`config.mk`:
```
export PLATFORM = sky130hd
export DESIGN_NAME = gpin_cond
export DESIGN_NICKNAME = d
export VERILOG_FILES = /design/src/rtl/gpin_cond_pkg.sv /design/src/rtl/gpin_debounce_bit.sv /design/src/rtl/gpin_cond.sv
export SDC_FILE = /design/constraint.sdc
export NUM_CORES = 1
export LEC_CHECK = 0
export BUFFER_PORTS_ARGS = -buffer_cell sky130_fd_sc_hd__buf_2
export CORE_ASPECT_RATIO = 1.2
export CORE_MARGIN = 8
export CORE_UTILIZATION = 27
export CTS_CLUSTER_DIAMETER = 40
export CTS_CLUSTER_SIZE = 40
export DETAILED_ROUTE_END_ITERATION = 16
export SLEW_MARGIN = 20
export SYNTH_ARGS = -nofsm -noshare
export SYNTH_HDL_FRONTEND = slang
export SYNTH_SLANG_ARGS = --single-unit
```
`constraint.sdc`:
```
create_clock -name clk -period 1.7 [get_ports clk]
set_input_delay 0.255 -clock clk [delete_from_list [all_inputs] [get_ports clk]]
set_output_delay 0.255 -clock clk [all_outputs]
set_load 0.005 [all_outputs]
```
`src/rtl/gpin_cond_pkg.sv`:
```
// gpin_cond_pkg: register map, debounce width and a byte-lane helper shared by the gpin_cond slice.
`default_nettype none

package gpin_cond_pkg;

    localparam logic [1:0] REG_STATE   = 2'd0;
    localparam logic [1:0] REG_EVENT   = 2'd1;
    localparam logic [1:0] REG_MASK    = 2'd2;
    localparam logic [1:0] REG_CTRL    = 2'd3;

    localparam int         DBN_W       = 4;
    localparam logic [1:0] SEL_DEFAULT = 2'b10;

    // 32-bit enable covering the byte addressed by cpu_addr[1:0]
    function automatic logic [31:0] lane_mask(input logic [1:0] lane);
        return 32'h0000_00FF << {lane, 3'b000};
    endfunction

endpackage

`default_nettype wire

```
`src/rtl/gpin_debounce_bit.sv`:
```
// gpin_debounce_bit: one-bit synchroniser, tick-driven debounce counter and stable output flop.
// Counter logic exists only when GPIN_COND_DEBOUNCE_EN is defined; otherwise the stable flop tracks sync.
`default_nettype none

module gpin_debounce_bit
    import gpin_cond_pkg::*;
#(
    parameter int SYNC_STAGES = 2
) (
    input  logic             clk,
    input  logic             reset,
    input  logic             pin_i,
`ifdef GPIN_COND_DEBOUNCE_EN
    input  logic             tick_i,
    input  logic [DBN_W-1:0] dbn_i,
`endif
    output logic             stable_o
);

    logic [SYNC_STAGES-1:0] sync_q;
    logic                   stable_q;
    logic                   stable_d;
    logic                   w_sync;

    assign w_sync   = sync_q[SYNC_STAGES-1];
    assign stable_o = stable_q;

    always_ff @(posedge clk) begin
        if (reset) begin
            sync_q   <= '0;
            stable_q <= 1'b0;
        end else begin
            sync_q   <= {sync_q[SYNC_STAGES-2:0], pin_i};
            stable_q <= stable_d;
        end
    end

`ifdef GPIN_COND_DEBOUNCE_EN
    logic [DBN_W-1:0] cnt_q;
    logic [DBN_W-1:0] cnt_d;

    // Compare with >= so a DBN lowered below an in-flight count still resolves
    always_comb begin
        cnt_d    = cnt_q;
        stable_d = stable_q;
        if (dbn_i == '0) begin
            stable_d = w_sync;
            cnt_d    = '0;
        end else if (w_sync == stable_q) begin
            cnt_d = '0;
        end else if (tick_i) begin
            if (cnt_q >= dbn_i) begin
                stable_d = w_sync;
                cnt_d    = '0;
            end else if (cnt_q != '1) begin
                cnt_d = cnt_q + 1'b1;
            end
        end
    end

    always_ff @(posedge clk) begin
        if (reset) begin
            cnt_q <= '0;
        end else begin
            cnt_q <= cnt_d;
        end
    end
`else
    always_comb begin
        stable_d = w_sync;
    end
`endif

endmodule

`default_nettype wire

```
`src/rtl/gpin_cond.sv`:
```
// gpin_cond: 32-bit input conditioner (sync, optional debounce, change events, irq) with a byte-wide CPU window.
// Build macro GPIN_COND_DEBOUNCE_EN adds the prescaler, per-bit counters and the CTRL register.
`default_nettype none

module gpin_cond
    import gpin_cond_pkg::*;
#(
    parameter logic [1:0] SEL         = SEL_DEFAULT,
    parameter int         SYNC_STAGES = 2
) (
    input  logic        clk,
    input  logic        reset,
    input  logic [31:0] pin_in,
    output logic [31:0] gpin,
    input  logic [7:0]  cpu_do,
    input  logic [7:0]  cpu_addr,
    output logic [7:0]  cpu_di,
    input  logic        rd,
    input  logic        wr,
    output logic        irq
);

    logic [31:0] event_q, event_d;
    logic [31:0] mask_q,  mask_d;
    logic [31:0] gprev_q;
    logic [7:0]  cpu_di_q, cpu_di_d;
    logic        irq_q;

    logic        w_sel;
    logic [1:0]  w_reg;
    logic [1:0]  w_lane;
    logic [31:0] w_wmask;
    logic [31:0] w_wdata;
    logic [31:0] w_stable;
    logic [31:0] w_ctrl;
    logic [31:0] w_rdata;
    logic        w_unused;

    assign w_sel    = (cpu_addr[7:6] == SEL);
    assign w_reg    = cpu_addr[3:2];
    assign w_lane   = cpu_addr[1:0];
    assign w_wmask  = lane_mask(w_lane);
    assign w_wdata  = {4{cpu_do}};
    assign w_unused = &{1'b0, rd, cpu_addr[5:4]};

`ifdef GPIN_COND_DEBOUNCE_EN
    logic [7:0]       presc_q, presc_d;
    logic [7:0]       pcnt_q,  pcnt_d;
    logic [DBN_W-1:0] dbn_q,   dbn_d;
    logic             w_tick;
    logic             w_wr_ctrl;

    assign w_wr_ctrl = wr && w_sel && (w_reg == REG_CTRL);
    assign w_tick    = (pcnt_q >= presc_q);
    assign w_ctrl    = {16'h0000, 4'h0, dbn_q, presc_q};

    // Writing PRESC restarts the shared prescaler from zero
    always_comb begin
        presc_d = presc_q;
        dbn_d   = dbn_q;
        pcnt_d  = w_tick ? 8'd0 : pcnt_q + 8'd1;
        if (w_wr_ctrl && (w_lane == 2'd0)) begin
            presc_d = cpu_do;
            pcnt_d  = 8'd0;
        end
        if (w_wr_ctrl && (w_lane == 2'd1)) begin
            dbn_d = cpu_do[DBN_W-1:0];
        end
    end

    always_ff @(posedge clk) begin
        if (reset) begin
            presc_q <= '0;
            pcnt_q  <= '0;
            dbn_q   <= '0;
        end else begin
            presc_q <= presc_d;
            pcnt_q  <= pcnt_d;
            dbn_q   <= dbn_d;
        end
    end
`else
    assign w_ctrl = 32'h0000_0000;
`endif

    for (genvar i = 0; i < 32; i++) begin : g_bit
        gpin_debounce_bit #(
            .SYNC_STAGES (SYNC_STAGES)
        ) u_bit (
            .clk      (clk),
            .reset    (reset),
            .pin_i    (pin_in[i]),
`ifdef GPIN_COND_DEBOUNCE_EN
            .tick_i   (w_tick),
            .dbn_i    (dbn_q),
`endif
            .stable_o (w_stable[i])
        );
    end

    always_comb begin
        mask_d  = mask_q;
        event_d = event_q;
        if (wr && w_sel && (w_reg == REG_MASK)) begin
            mask_d = (mask_q & ~w_wmask) | (w_wdata & w_wmask);
        end
        if (wr && w_sel && (w_reg == REG_EVENT)) begin
            event_d = event_q & ~(w_wdata & w_wmask);
        end
        // A fresh edge overrides a same-cycle clear
        event_d = event_d | (w_stable ^ gprev_q);
    end

    always_comb begin
        w_rdata = 32'h0000_0000;
        case (w_reg)
            REG_STATE: w_rdata = w_stable;
            REG_EVENT: w_rdata = event_q;
            REG_MASK:  w_rdata = mask_q;
            REG_CTRL:  w_rdata = w_ctrl;
            default:   w_rdata = 32'h0000_0000;
        endcase
        cpu_di_d = w_sel ? w_rdata[{w_lane, 3'b000} +: 8] : 8'h00;
    end

    always_ff @(posedge clk) begin
        if (reset) begin
            event_q  <= '0;
            mask_q   <= '0;
            gprev_q  <= '0;
            cpu_di_q <= '0;
            irq_q    <= 1'b0;
        end else begin
            event_q  <= event_d;
            mask_q   <= mask_d;
            gprev_q  <= w_stable;
            cpu_di_q <= cpu_di_d;
            irq_q    <= |(event_q & mask_q);
        end
    end

    assign gpin   = w_stable;
    assign cpu_di = cpu_di_q;
    assign irq    = irq_q;

endmodule

`default_nettype wire

```
# Word-level counts from Yosys, hierarchy flattened
# Index checks and enable logic that the tools add are counted.
[totals] reg_bits=201 in_bits=52 output_inout_bits=41 wordCells=93
[op_classes] eq_ne=4 n_shift=2 mux=2 bitwise_logic=10 reduce_logical=6
[ops] op="$and 32x32->32" count=4
[ops] op="$pmux 32 s4" count=1
[ops] op="$not 32->32" count=2
[ops] op="$or 32x32->32" count=2
[ops] op="$mux 32" count=1
[ops] op="$reduce_or 32->1" count=1
[ops] op="$shiftx 32x6->8" count=1
[ops] op="$shl 8x5->32 const A" count=1
[ops] op="$xor 32x32->32" count=1
[ops] op="$eq 2x2->1 const B" count=3
[ops] op="$logic_and 1x1->1" count=3
[ops] op="$eq 2x1->1 const B" count=1
[ops] op="$logic_not 2->1" count=1
[ops] op="$reduce_or 2->1" count=1
[ops] op="$not 1->1" count=1

# Longest topological paths before layout
[logic_depth] depth_word=6 ltp_mapped=7 mapped_depth_nobuf=4

# Hierarchy
# Synthesis repeated with hierarchy kept, for this count alone.
[unflattened] hier_cells=694 area_unflattened_um2=7368.3
[modules_own_cells] mod="gpin_cond" n_inst=1 cells_per_inst=502 area_per_inst_um2=4845.9 seq_area_each_um2=2102.0
[modules_own_cells] mod="gpin_debounce_bit" n_inst=32 cells_per_inst=6 area_per_inst_um2=78.8 seq_area_each_um2=60.1

# Worst setup path before layout
# OpenSTA, ideal clock, no wires.
[synth_timing] kind="input-to-reg" start="input port cpu_addr[1]" end="register (tool-made name)" setup_time_ns=0.128 t_arrival_ns=1.252 required_ns=1.572 path_slack_ns=0.320 cell_stages=7 n_path_buf=3 cell_sequence="buf_2 > nor2b_1 > clkbuf_2 > and3b_1 > buf_4 > mux2i_1 > nor2_1"
[synth_lines] element="from (decl)" line_no="gpin_cond.sv:16" source="input logic [7:0] cpu_addr,"

# Final worst setup path
[layout_timing] start="register event_q[15]" end="register irq_q, in the netlist irq"
[layout_via] elab_chain_len=2
[layout_lines] element="from (decl)" line_no="gpin_cond.sv:23" source="logic [31:0] event_q, event_d;"
[layout_lines] element="from (signal assigned)" line_no="gpin_cond.sv:134" source="event_q <= event_d;"
[layout_lines] element="$and 32x32->32" line_no="gpin_cond.sv:138" source="irq_q <= |(event_q & mask_q);"
[layout_lines] element="$reduce_or 32->1" line_no="gpin_cond.sv:138"
[layout_lines] element="to (signal assigned)" line_no="gpin_cond.sv:138"
[layout_lines] element="to (decl)" line_no="gpin_cond.sv:27" source="logic irq_q;"
# Every way passes these cells.
# A chain may end at the register's enable or synchronous reset.

==> results.toml <==
[synth]
synth_top_area_cell = "dfxtp_1"
synthFlopType = "dfxtp_1"
synth.area.mux_share_pct = 8.304
yosys.area_share.adder_pct = 0
synth_top_family_by_area = "simple AND/OR/NAND/NOR gates"
synth_compound_area_share_pct = 9.196
synth-xor-area-share_pct = 3.633
synthSimpleGateAreaFrac_pct = 19.96
ys_top_cells_by_area = "dfxtp_1 52%, nor2b_1 13%, mux2i_1 8.3%, nor2_1 4.0%, a311oi_1 3.6%"
synth-seq-area-share_pct = 52.16
yosys_warnings = 0
synth_edf_count = 0
synth_cells = 758
yosysMostFrequentCell = "dfxtp_1"
synth_cell_types = 30
postSynthNetCount = 810
ys_ff_latch = 201
synth_top_area_share_pct = 52.16
syn_area_per_cell_um2 = 10.18
synth.cells.most_frequent = "201 x dfxtp_1, 163 x nor2b_1, 82 x nor2_1"
synthArstFlopShare_pct = 0
syn_area_um2 = 7715

[grt]
grtUsageTotal_pct = 11.67
grt.overflow.total = 0
grt_first_pass_wirelength_um = 31400
grt_pass1_vias = 5672
antenna_found_initial = 3
grt_max_degree = 67

[clocking]
cts_buffers = 27
hold_buffers = 33
cts_tree = "built"
post_cts_buffers = 0
clk_latency_ns = 0.53
clock_sinks = 201
htreeDepth = 1
clk_pin_slew_ns = 0.06
cts_buffer_depth = 3
cts_root_buffer = "clkbuf_16"
ctsResizeCount = 0

[worst_setup_path]
worstSetupStartpointType = "register"
critical_path_arrival_ns = 1.88
cp_slowest_cell = "nor4_1"
path_cells = "a22oi_1 -> nand4_1 -> nor4_1 -> nor2_1"
crit_type = "reg2reg"
worst_setup_path_end_kind = "register"
path_buf_inv = 0
cp_max_fo = 3
slowest_delay_ns = 0.44
ff2ff_path_depth = 4
required_ns = 2.10
r2r_end = "irq"
cpLargestDelayFamily = "simple AND/OR/NAND/NOR gates"
startpoint = "event_q[15]"
r2r_setup_slack_ns = 0.23
regToRegStartpoint = "event_q[15]"

[min_path]
whs_path_depth = 3
hp-class = "in2reg"
holdCritStartpoint = "cpu_do[1]"

[placement]
port_buffers = 89
place.gp.congestion = 0.8620
placed_cells = 1180
post-dp-hpwl_um = 14140

[power_and_ir_drop]
leakagePower_uw = 0.004057
power_uw = 11440
power_density_nw_per_um2 = 1172
ir_worst_vdd_v = 0.0006339

[outcome]
outcome = "complete, no violations"

[route]
antenna_left = 0
drt_first_pass_iters = 5
routed_wl_um = 19960
viasPerCell = 4.402
routedWlPerCell_um = 15.78
initialDrtViolationCount = 259
via_count = 5568
drc = 0

[floorplan]
num_rows = 68
core_area_um2 = 28420
io_pins = 93
dieHeight_um = 201.2
die_w_um = 170.3
initial_utilization_pct = 27.15
dieArea_um2 = 34260

[final_layout]
multi_input_area_um2 = 3171
drive_gt1_share_pct = 19.59
syn_to_final_growth_pct = 26.53
fill_cells = 2920
final_nets = 909
finalNonFillerCells = 1265
layout.area.seq_um2 = 4024

[timing]
fmax_mhz = 678.3
setup_viol = 0
tns_ns = 0
maxSlewHeadroom_pct = 70.34
worstMarginPinSlew_ns = 0.4423
drv_slew = 0
finalHoldViolCount = 0
rsz0062_at_grt = "false"
period_share_pct = 86.73
finalClockSkew_ns = 0.008079
period_minus_slack_ns = 1.474

[job]
cap_violations = 0
==> worst max-delay path by stage <==
stage          endpoint  cells past startpoint
2_1_floorplan  register                      7
3_3_place_gp   register                      6
3_5_place_dp   register                      6
4_1_cts        gpin[20]                      2
5_1_grt             irq                      4
6_report            irq                      4
==> final cells by class <==
class / count / area share (%)
clock buffers: 28 / 7.062
well taps: 385 / 4.935
multi-input cells: 462 / 32.48
flip-flops and latches: 201 / 41.22
clock inverters: 22 / 2.615
repair buffers: 150 / 11.06
diodes: 2 / 0.05127
inverters: 15 / 0.5768
==> placed cells by master, fill, tap and decap left out, drive strengths merged, types with 17 or more instances in the layout <==
master       Yosys  final
inv             15     26
clkbuf          30     28
nand2           17     17
buf             50    117
a311oi          32     32
nor2            82     82
dlygate4sd3      0     33
nor2b          163    163
dfxtp          201    201
mux2i           64     64
xor2            32     32
==> metal layers <==
metal,wire length (µm),vias up,global-route usage (%)
li1,-,2729,-
met3,1204,52,2.863
met1,8171,2632,13.36
met2,9777,153,19.91
met5,13,-,0
met4,795,2,5.648
==> worst register-to-register path: stages, from the launching register on <==
cell and delay (ns):
dfxtp_1 0.33, a22oi_1 0.36, nand4_1 0.14, nor4_1 0.44, nor2_1 0.08
==> where the power goes <==
part / switching (µW) / internal [µW]
registers: 89.6 / 4860
logic: 359 / 333
clock network: 2290 / 3510
total: 2730 / 8710
==> metrics by stage <==
step	instance area, µm²	utilization [%]	setup slack (ns)	hold slack (ns)
4_1_cts	9757	34.33	0.2201	0.1190
5_1_grt	9759	34.34	0.1648	0.1393
3_3_place_gp	8482	29.85	0.1580	0.4146
6_report	9762	34.35	0.2257	0.1404
2_1_floorplan	7715	-	0.3203	0.3832
3_5_place_dp	8482	29.85	0.1197	0.4220
==> cell families after synthesis <==
group | count (synthesis)
flops | 201
buf+inv | 95
xor+xnor | 32
simple gates | 278
mux | 64
compound gates | 88
Note: power is estimated with default switching activity, not from simulation.
